File: src/rtl/pe_array_sched_pkg.sv
// pe_sched_pkg: shared states, operand width and the bit-reversal used for randW.
package pe_sched_pkg;
  localparam int IWIDTH = 8;
  localparam int LW = IWIDTH - 1;
  localparam int MAXLEN = 1 << LW;
  typedef enum logic [2:0] {IDLE, CLR, LOADW, COMP, DRAIN, FIN, ABRT} state_t;
  function automatic logic [LW-1:0] bitrev(input logic [LW-1:0] v);
    for (int i = 0; i < LW; i++) bitrev[i] = v[LW-1-i];
  endfunction
endpackage

File: src/rtl/pe_array_sched_if.sv
// pe_array_sched_if: host job request/config and PE-array edge controls.
interface pe_array_sched_if #(parameter int KW = 8);
  import pe_sched_pkg::*;
  logic start, abort;
  logic [KW-1:0] cfg_k;
  logic [LW-1:0] cfg_len;
  logic busy, done, en_w, clr_w, en_i, clr_i, en_o, clr_o, mac_done;
  logic [LW-1:0] randW;
  modport master(output start, abort, cfg_k, cfg_len,
                 input busy, done, en_w, clr_w, en_i, clr_i, en_o, clr_o, mac_done, randW);
  modport slave(input start, abort, cfg_k, cfg_len,
                output busy, done, en_w, clr_w, en_i, clr_i, en_o, clr_o, mac_done, randW);
endinterface

File: src/rtl/pe_array_sched_rng_bitrev.sv
// rng_bitrev: stream-cycle up-counter whose bit-reversed value is the weight comparison number.
module rng_bitrev
  import pe_sched_pkg::*;
(
  input  logic          clk,
  input  logic          rst,
  input  logic          clr,
  input  logic          en,
  output logic [LW-1:0] rnd
);
  logic [LW-1:0] cnt;
  always_ff @(posedge clk)
    if (rst || clr) cnt <= '0;
    else if (en) cnt <= cnt + 1'b1;
  assign rnd = bitrev(cnt);
endmodule

File: src/rtl/pe_array_sched.sv
// pe_array_sched: per-job sequencer (clear, weight load, K unary steps, drain) for the PE array edge.
// Outputs are registered decodes of the current state, so they trail the state by one cycle.
module pe_array_sched
  import pe_sched_pkg::*;
#(
  parameter int ROWS = 8,
  parameter int COLS = 8,
  parameter int KW   = 8
) (
  input logic               clk,
  input logic               rst,
  pe_array_sched_if.slave   bus
);
  localparam int DRN = ROWS + COLS;
  localparam int PW = $clog2(DRN > MAXLEN ? DRN : MAXLEN);
  state_t state, nxt;
  logic [PW-1:0] cnt, last;
  logic [KW-1:0] k, k_cfg;
  logic [IWIDTH-1:0] len;
  logic [LW-1:0] rnd;
  logic phase_end, acc;
  rng_bitrev u_rng (.clk(clk), .rst(rst), .clr(state != COMP), .en(state == COMP), .rnd(rnd));
  always_comb begin
    last = state == LOADW ? PW'(ROWS - 1) : state == COMP ? PW'(len - 1'b1) :
           state == DRAIN ? PW'(DRN - 1) : '0;
    phase_end = cnt == last;
    acc = state == IDLE && bus.start && !bus.abort;
    nxt = state;
    if (state == IDLE) nxt = acc ? (bus.cfg_k == '0 ? FIN : CLR) : IDLE;
    else if (bus.abort && state inside {CLR, LOADW, COMP, DRAIN}) nxt = ABRT;
    else if (state == CLR) nxt = LOADW;
    else if (state inside {FIN, ABRT}) nxt = IDLE;
    else if (phase_end)
      nxt = state == LOADW ? COMP : state == DRAIN ? FIN : k == k_cfg - 1'b1 ? DRAIN : LOADW;
  end
  always_ff @(posedge clk) begin
    if (rst) begin
      state <= IDLE;
      cnt <= '0;
      k <= '0;
      k_cfg <= '0;
      len <= '0;
      bus.busy <= 1'b0;
      bus.done <= 1'b0;
      bus.en_w <= 1'b0;
      bus.clr_w <= 1'b0;
      bus.en_i <= 1'b0;
      bus.clr_i <= 1'b0;
      bus.en_o <= 1'b0;
      bus.clr_o <= 1'b0;
      bus.mac_done <= 1'b0;
      bus.randW <= '0;
    end else begin
      state <= nxt;
      cnt <= (nxt != state || state == IDLE) ? '0 : cnt + 1'b1;
      if (acc) begin
        k_cfg <= bus.cfg_k;
        len <= bus.cfg_len == '0 ? IWIDTH'(MAXLEN) : {1'b0, bus.cfg_len};
      end
      if (state == CLR) k <= '0;
      else if (state == COMP && phase_end) k <= k + 1'b1;
      bus.busy <= !(state inside {IDLE, ABRT});
      bus.done <= state == FIN;
      bus.en_w <= state == LOADW;
      bus.clr_w <= state inside {CLR, ABRT};
      bus.en_i <= state == COMP;
      bus.clr_i <= state inside {CLR, ABRT};
      bus.en_o <= state inside {COMP, DRAIN};
      bus.clr_o <= state inside {CLR, ABRT};
      bus.mac_done <= state == COMP && phase_end;
      bus.randW <= state == COMP ? rnd : '0;
    end
  end
endmodule

File: src/flat_wrapper.sv
// flat-port wrapper written by rule: the top's interface ports become plain ports
module pe_array_sched_flat import pe_sched_pkg::*;
#(
  parameter int ROWS = 8,
  parameter int COLS = 8,
  parameter int KW   = 8
)
  (clk, rst, bus_start, bus_abort, bus_cfg_k, bus_cfg_len, bus_busy, bus_done, bus_en_w, bus_clr_w, bus_en_i, bus_clr_i, bus_en_o, bus_clr_o, bus_mac_done, bus_randW);
  pe_array_sched_if #(.KW(KW)) bus_i ();
  input logic clk;
  input logic rst;
  input wire logic [$bits(bus_i.start)-1:0] bus_start;
  input wire logic [$bits(bus_i.abort)-1:0] bus_abort;
  input wire logic [$bits(bus_i.cfg_k)-1:0] bus_cfg_k;
  input wire logic [$bits(bus_i.cfg_len)-1:0] bus_cfg_len;
  output wire logic [$bits(bus_i.busy)-1:0] bus_busy;
  output wire logic [$bits(bus_i.done)-1:0] bus_done;
  output wire logic [$bits(bus_i.en_w)-1:0] bus_en_w;
  output wire logic [$bits(bus_i.clr_w)-1:0] bus_clr_w;
  output wire logic [$bits(bus_i.en_i)-1:0] bus_en_i;
  output wire logic [$bits(bus_i.clr_i)-1:0] bus_clr_i;
  output wire logic [$bits(bus_i.en_o)-1:0] bus_en_o;
  output wire logic [$bits(bus_i.clr_o)-1:0] bus_clr_o;
  output wire logic [$bits(bus_i.mac_done)-1:0] bus_mac_done;
  output wire logic [$bits(bus_i.randW)-1:0] bus_randW;
  assign bus_i.start = bus_start;
  assign bus_i.abort = bus_abort;
  assign bus_i.cfg_k = bus_cfg_k;
  assign bus_i.cfg_len = bus_cfg_len;
  assign bus_busy = bus_i.busy;
  assign bus_done = bus_i.done;
  assign bus_en_w = bus_i.en_w;
  assign bus_clr_w = bus_i.clr_w;
  assign bus_en_i = bus_i.en_i;
  assign bus_clr_i = bus_i.clr_i;
  assign bus_en_o = bus_i.en_o;
  assign bus_clr_o = bus_i.clr_o;
  assign bus_mac_done = bus_i.mac_done;
  assign bus_randW = bus_i.randW;
  pe_array_sched #(.ROWS(ROWS), .COLS(COLS), .KW(KW)) u_core (.clk(clk), .rst(rst), .bus(bus_i));
endmodule
File: config.mk
export PLATFORM = sky130hd
export DESIGN_NAME = pe_array_sched_flat
export DESIGN_NICKNAME = d
export VERILOG_FILES = /design/src/rtl/pe_array_sched_pkg.sv /design/src/rtl/pe_array_sched_if.sv /design/src/rtl/pe_array_sched_rng_bitrev.sv /design/src/rtl/pe_array_sched.sv /design/src/flat_wrapper.sv
export SDC_FILE = /design/constraint.sdc
export NUM_CORES = 1
export LEC_CHECK = 0
export ABC_AREA = 1
export BUFFER_PORTS_ARGS = -buffer_cell sky130_fd_sc_hd__buf_2
export CAP_MARGIN = 20
export CORE_MARGIN = 10
export CORE_UTILIZATION = 58
export CTS_CLUSTER_DIAMETER = 120
export DETAILED_ROUTE_END_ITERATION = 10
export PLACE_DENSITY = 0.86
export SLEW_MARGIN = 20
export SYNTH_ARGS = -nofsm -noshare
export SYNTH_HDL_FRONTEND = slang
export SYNTH_SLANG_ARGS = --single-unit
export TNS_END_PERCENT = 10
File: constraint.sdc
create_clock -name clk -period 3 [get_ports clk]
set_clock_uncertainty 0.2 [all_clocks]
set_input_delay 0.75 -clock clk [delete_from_list [all_inputs] [get_ports clk]]
set_output_delay 0.75 -clock clk [all_outputs]
set_load 0.02 [all_outputs]
# ---- Word level (Yosys, flattened, before mapping)
# Index checks and enable logic that the tools add are counted.
dict set report word_totals {
  ff_bits 54
  latch_bits 0
  ramBits 0
  mem_bits_ro 0
  inputBits 19
  out_inout_bits 16
  word_cells 63
  mem_count 0
}
dict set report classes {
  addsub 5
  multipliers 0
  div_mod_pow 0
  magnitude_cmp 0
  eq_ne 10
  n_shift 0
  n_mux 14
  n_bitwise 1
  reduce_logical 19
}
# operator n
set ops {}
lappend ops {{3-bit 2-to-1 mux} 10}
lappend ops {{7-bit 2-to-1 mux} 3}
lappend ops {{7-bit by 1-bit adder with 7-bit output, second input constant} 2}
lappend ops {{3-bit == test, second input constant} 3}
lappend ops {{8-bit by 1-bit adder with 8-bit output, second input constant} 1}
lappend ops {{8-bit == test} 1}
lappend ops {{8-bit zero test} 1}
lappend ops {{2-bit nonzero test} 4}
lappend ops {{8-bit by 1-bit subtractor with 8-bit output, second input constant} 1}
lappend ops {{7-bit == test} 1}
lappend ops {{7-bit zero test} 1}
lappend ops {{7-bit by 1-bit subtractor with 7-bit output, second input constant} 1}
lappend ops {{3-bit by 2-bit == test with 1-bit output, second input constant} 2}
lappend ops {{2-bit OR reduction} 3}
lappend ops {{1-bit logical AND} 4}
lappend ops {{4-bit 2-to-1 mux} 1}
lappend ops {{4-bit nonzero test} 1}
lappend ops {{3-bit by 1-bit == test with 1-bit output, second input constant} 1}
lappend ops {{3-bit zero test} 1}
lappend ops {{3-bit by 2-bit inequality test with 1-bit output, second input constant} 1}
lappend ops {{3-bit inequality test} 1}
lappend ops {{1-bit zero test} 2}
lappend ops {{1-bit logical OR} 2}
lappend ops {{1-bit NOT} 1}

# ---- Logic depth before layout (Yosys ltp)
dict set report logic_depth {
  word_depth 13
  ltp_mapped 20
  ltp_nobuf 20
}

# ---- Modules after synthesis
# Synthesis repeated with hierarchy kept, for this count alone.
dict set report unflattened {
  hier_cells 418
  area_unflattened_um2 2870.3
}
# module n_inst cells_per_inst area_per_inst_um2 seq_area_each_um2
set by_module_without_submodules {}
lappend by_module_without_submodules {pe_array_sched 1 375 2552.4 940.9}
lappend by_module_without_submodules {rng_bitrev 1 43 317.8 140.1}

# ---- Worst setup path before layout
# Ideal clock, no wire load.
dict set report synth_path {
  path_kind {register to register}
  from {reg u_core.len[0]}
  to {reg u_core.cnt[0]}
  setup_time_ps 63
  arrival_time_ps 1923
  required_time_ps 2737
  slack_ps 815
  stages_incl_launch_ff 17
  n_path_buf 0
  period_less_slack_ps 2185
  cell_sequence {dfxtp_1 > inv_1 > ha_1 > nand2_1 > o21bai_1 > nand3_1 > nand2_1 > nand2_1 > nor2_4 > nand3_4 > nand2_1 > nand3_2 > nand3_1 > nand2_1 > nor2_2 > nand2_4 > nor2_2}
}
dict set report synth_between {
  elab_chain_cells 12
}
# element line_no
set synth_lines {}
lappend synth_lines {{start: declaration} pe_array_sched.sv:19} ;# logic [IWIDTH-1:0] len;
lappend synth_lines {{start signal: assignment} pe_array_sched.sv:58} ;# len <= bus.cfg_len == '0 ? IWIDTH'(MAXLEN) : {1'b0, bus.cfg_len};
lappend synth_lines {{7-bit by 1-bit subtractor with 7-bit output} pe_array_sched.sv:24} ;# last = state == LOADW ? PW'(ROWS - 1) : state == COMP ? PW'(len - 1'b1) :
lappend synth_lines {{7-bit 2-to-1 mux (2 in series)} pe_array_sched.sv:24}
lappend synth_lines {{7-bit == test} pe_array_sched.sv:26} ;# phase_end = cnt == last;
lappend synth_lines {{3-bit 2-to-1 mux} pe_array_sched.sv:33} ;# else if (phase_end)
lappend synth_lines {{3-bit 2-to-1 mux} pe_array_sched.sv:32} ;# else if (state inside {FIN, ABRT}) nxt = IDLE;
lappend synth_lines {{3-bit 2-to-1 mux} pe_array_sched.sv:31} ;# else if (state == CLR) nxt = LOADW;
lappend synth_lines {{3-bit 2-to-1 mux} pe_array_sched.sv:30} ;# else if (bus.abort && state inside {CLR, LOADW, COMP, DRAIN}) nxt = ABRT;
lappend synth_lines {{3-bit 2-to-1 mux} pe_array_sched.sv:29} ;# if (state == IDLE) nxt = acc ? (bus.cfg_k == '0 ? FIN : CLR) : IDLE;
lappend synth_lines {{3-bit inequality test} pe_array_sched.sv:55} ;# cnt <= (nxt != state || state == IDLE) ? '0 : cnt + 1'b1;
lappend synth_lines {{1-bit logical OR} pe_array_sched.sv:55}
lappend synth_lines {{2-bit OR reduction (no line)} --}
lappend synth_lines {{end signal: assignment} pe_array_sched.sv:55}
lappend synth_lines {{end: declaration} pe_array_sched.sv:17} ;# logic [PW-1:0] cnt, last;
# No other way between the ends.
# A chain may end at the register's enable or synchronous reset.

# ---- Worst setup path in the final report
dict set report layout_path {
  from {reg u_core.state[0]}
  to {reg u_core.cnt[2]}
}
dict set report layout_between {
  elab_chain_cells 13
  word_cells_on_any_way 27
  classes_between {eq/ne (8); mux (11); reduce/logical (8)}
}
# element line_no
set layout_lines {}
lappend layout_lines {{start: declaration} pe_array_sched.sv:16} ;# state_t state, nxt;
lappend layout_lines {{start signal: assignment} pe_array_sched.sv:54} ;# state <= nxt;
lappend layout_lines {{3-bit == test} {pe_array_sched.sv:25, pe_array_sched.sv:30, pe_array_sched.sv:34}}
lappend layout_lines {{4-bit 2-to-1 mux} pe_array_sched.sv:25} ;# state == DRAIN ? PW'(DRN - 1) : '0;
lappend layout_lines {{7-bit 2-to-1 mux (2 in series)} pe_array_sched.sv:24}
lappend layout_lines {{7-bit == test} pe_array_sched.sv:26}
lappend layout_lines {{3-bit 2-to-1 mux} pe_array_sched.sv:33}
lappend layout_lines {{3-bit 2-to-1 mux} pe_array_sched.sv:32}
lappend layout_lines {{3-bit 2-to-1 mux} pe_array_sched.sv:31}
lappend layout_lines {{3-bit 2-to-1 mux} pe_array_sched.sv:30}
lappend layout_lines {{3-bit 2-to-1 mux} pe_array_sched.sv:29}
lappend layout_lines {{3-bit inequality test} pe_array_sched.sv:55}
lappend layout_lines {{1-bit logical OR (*)} pe_array_sched.sv:55}
lappend layout_lines {{2-bit OR reduction (no line) (*)} --}
# Mark *: on every way between the ends. The rest lies on a longest branch, timed or not.

==> reports/qor.yml <==
num_rows: 25
drc_errors: 0
final_antenna_net_count: 0
async_reset_ff_share_pct: 0
core_sq_um: 4720
critPathKind: "register to register"
vdd_drop_max_uv: 432
netlist_area_sq_um: 2820
drt_pass1_iterations: 4
whs_ns: 0.255
rr_worst_depth: 15
die_h_um: 89.7
cpLargestDelayFamily: "simple AND/OR/NAND/NOR gates"
grt_max_degree: 20
dpl_worst_slack_ns: 0.426
track_usage_pct: 15.3
hold_start: "u_core.u_rng.cnt[0]"
cp_num_buf_inv: 0
grt_first_pass_wirelength_um: 10800
r2r_setup_slack_ns: 0.39
cts_setup_buffers: 0
critPathArrivalTime_ns: 2.62
max_stage_delay_ns: 0.44
clkSinkCount: 54
final_max_slew_viol_count: 0
timing.final.ws_setup_ns: 0.391
outcome: "finished, final reports clean"
cts-buffers-inserted: 5
cts-root-buf: "clkbuf_8"
cp.required_ns: 3.01
place.gp.congestion: 0.940
whs_endpoint: "u_core.u_rng.cnt[0]"
synth_area_leaders: "dfxtp_1 38%, nand2_1 12%, inv_1 7.7%"
clockBufferDepth: 2
first_iter_violations: 158
fmax_ghz: 0.383
synth_nets: 435
vias_per_cell: 5.11
drive_gt1_share_pct: 16.4
synth_edf_count: 0
post_drt_wl_per_cell_um: 12.2
vias: 2621
fillCellCount: 428
syn_area_per_cell_sq_um: 6.86
die_width_um: 89.7
finish.utilization_pct: 66.4
grt_pass1_vias: 2522
synth_top_area_cell: "dfxtp_1"
portBuffers: 34
nNetsFinal: 469
overflow: 0
synth.most_common_cell: "nand2_1"
tns_ns: 0
rsz0062_at_grt: "no"
antenna_found_initial: 0
yosys-top-cells-count: "89 x nand2_1, 58 x inv_1, 54 x dfxtp_1, 49 x nor2_1, 32 x nand3_1"
start_util_pct: 59.7
r2r_start: "u_core.state[0]"
yosysUniqueCellTypes: 33
cts.clk_slew.worst_paths_ns: 0.10
hold_path.class: "register to register"
tightest_slew_ns: 0.456
timing.rr.end: "u_core.cnt[2]"
antenna_cells: 0
final_cells: 513
worstPathCellList: "nand2_1 -> nor2_2 -> nand2_1 -> nand2_1 -> nand2_1 -> nand2_1 -> nand3_1 -> nor2_1 -> nand3_1 -> nand2_1 -> nand2_1 -> a21oi_1 -> nor2_2 -> nand2_4 -> nor2_2"
placed_cells: 505
yosysTopAreaCellShare_pct: 38.3
ioPinCount: 35
finalSetupViolCount: 0
drt-total-wl_um: 6270
cts_resized: 0
cts_tree: "yes"
end_kind: "register"
hold_path_depth: 1
cts_hold_buf: 0
dp_hpwl_um: 4850
drv_cap: 0
period_needed_ns: 2.61
p_leak_nw: 1.42
syn2layout_area_growth_pct: 11.2
cts_max_level: 2
synth_warnings: 0
hold_violations: 0
path_max_fanout: 11
synthCells: 411
slew-limit-headroom_pct: 69.6
worstSkewPairLatency_ns: 0.32
cp_slowest_cell: "dfxtp_1"
min_period_over_period_pct: 87.0
ys_ff_latch: 54
synthFlopType: "dfxtp_1"
ys_seq_area_share_pct: 38.3
fp.dieArea_sq_um: 8050
path_common_cell: "nand2_1"
power-per-cell-area_nw_per_um2: 810
crit_path_start_kind: "register"
## layout make-up
type	instances	area, sq um	share of cell area [%]
tap	67	83.8	2.67
timing repair buffer	36	185	5.90
inverter	61	229	7.30
clock inverter	3	26.3	0.838
clock buffer	5	68.8	2.19
sequential	54	1080	34.5
multi-input combinational	287	1460	46.6
## placed cells by master, fill, tap and decap left out, drive strengths merged
master and n:
o21a 1, a21oi 25, a21boi 1, nand2 93, a22oi 1, nor3 11
clkbuf 5, nor2 63, clkinv 1, buf 36, nand3 37, inv 63
xnor2 5, nand4 7, a211oi 1, dfxtp 54, ha 5, nand3b 2
nor4 3, o21bai 1, or2 1, nor3b 1, o21ai 24, xor2 5
## kinds of logic after synthesis
group / share of synthesized area, %
adders and majority gates: 2.22
xor gates and xnor gates: 3.10
AOI/OAI and AO/OA: 10.0
buffers and inverters: 9.84
and+or+nand+nor: 36.5
DFF: 38.3
## worst max path at each step
| stage | start | end | slack (ns) | depth (start not counted) |
|---|---|---|---|---|
| 2_1_floorplan | u_core.len[0] | u_core.cnt[0] | 0.81 | 16 |
| 3_3_place_gp | u_core.state[0] | u_core.cnt[4] | 0.50 | 16 |
| 3_5_place_dp | u_core.state[0] | u_core.cnt[4] | 0.43 | 16 |
| 4_1_cts | u_core.state[0] | u_core.cnt[4] | 0.41 | 16 |
| 5_1_grt | u_core.state[0] | u_core.cnt[4] | 0.08 | 16 |
| 6_report | u_core.state[0] | u_core.cnt[2] | 0.39 | 15 |
## power by group
group | internal [mW] | leakage [nW] | switching, mW
clock | 0.172 | 0.0491 | 0.260
sequential | 0.805 | 0.438 | 0.0833
combinational | 0.407 | 0.936 | 0.812
total | 1.38 | 1.42 | 1.16
## through the flow
step	instance area, sq um	power [mW]
2_1_floorplan	2820	1.87
3_3_place_gp	3040	2.07
3_5_place_dp	3040	2.10
4_1_cts	3140	2.54
5_1_grt	3140	2.76
6_report	3140	2.54
## flip-flops by register name (all words and copies together), names as in the netlist
| signal | cells |
|---|---|
| u_core.k_cfg | 8 |
| u_core.state | 3 |
| u_core.bus.mac_done | 1 |
| u_core.bus.busy | 1 |
| u_core.bus.clr_w | 1 |
| u_core.cnt | 7 |
| u_core.bus.randW | 7 |
| u_core.len | 7 |
| u_core.bus.en_o | 1 |
| u_core.k | 8 |
| u_core.bus.en_w | 1 |
| u_core.u_rng.cnt | 7 |
| u_core.bus.done | 1 |
| u_core.bus.en_i | 1 |
## per-layer routing
layer,global-route usage [%],vias to the layer above,routed length (um)
li1,-,1371,-
met1,17.3,1175,2760
met2,27.2,64,3080
met3,3.57,11,299
met4,5.93,0,133
met5,0,-,0
Power figures use the tool's default switching activity.
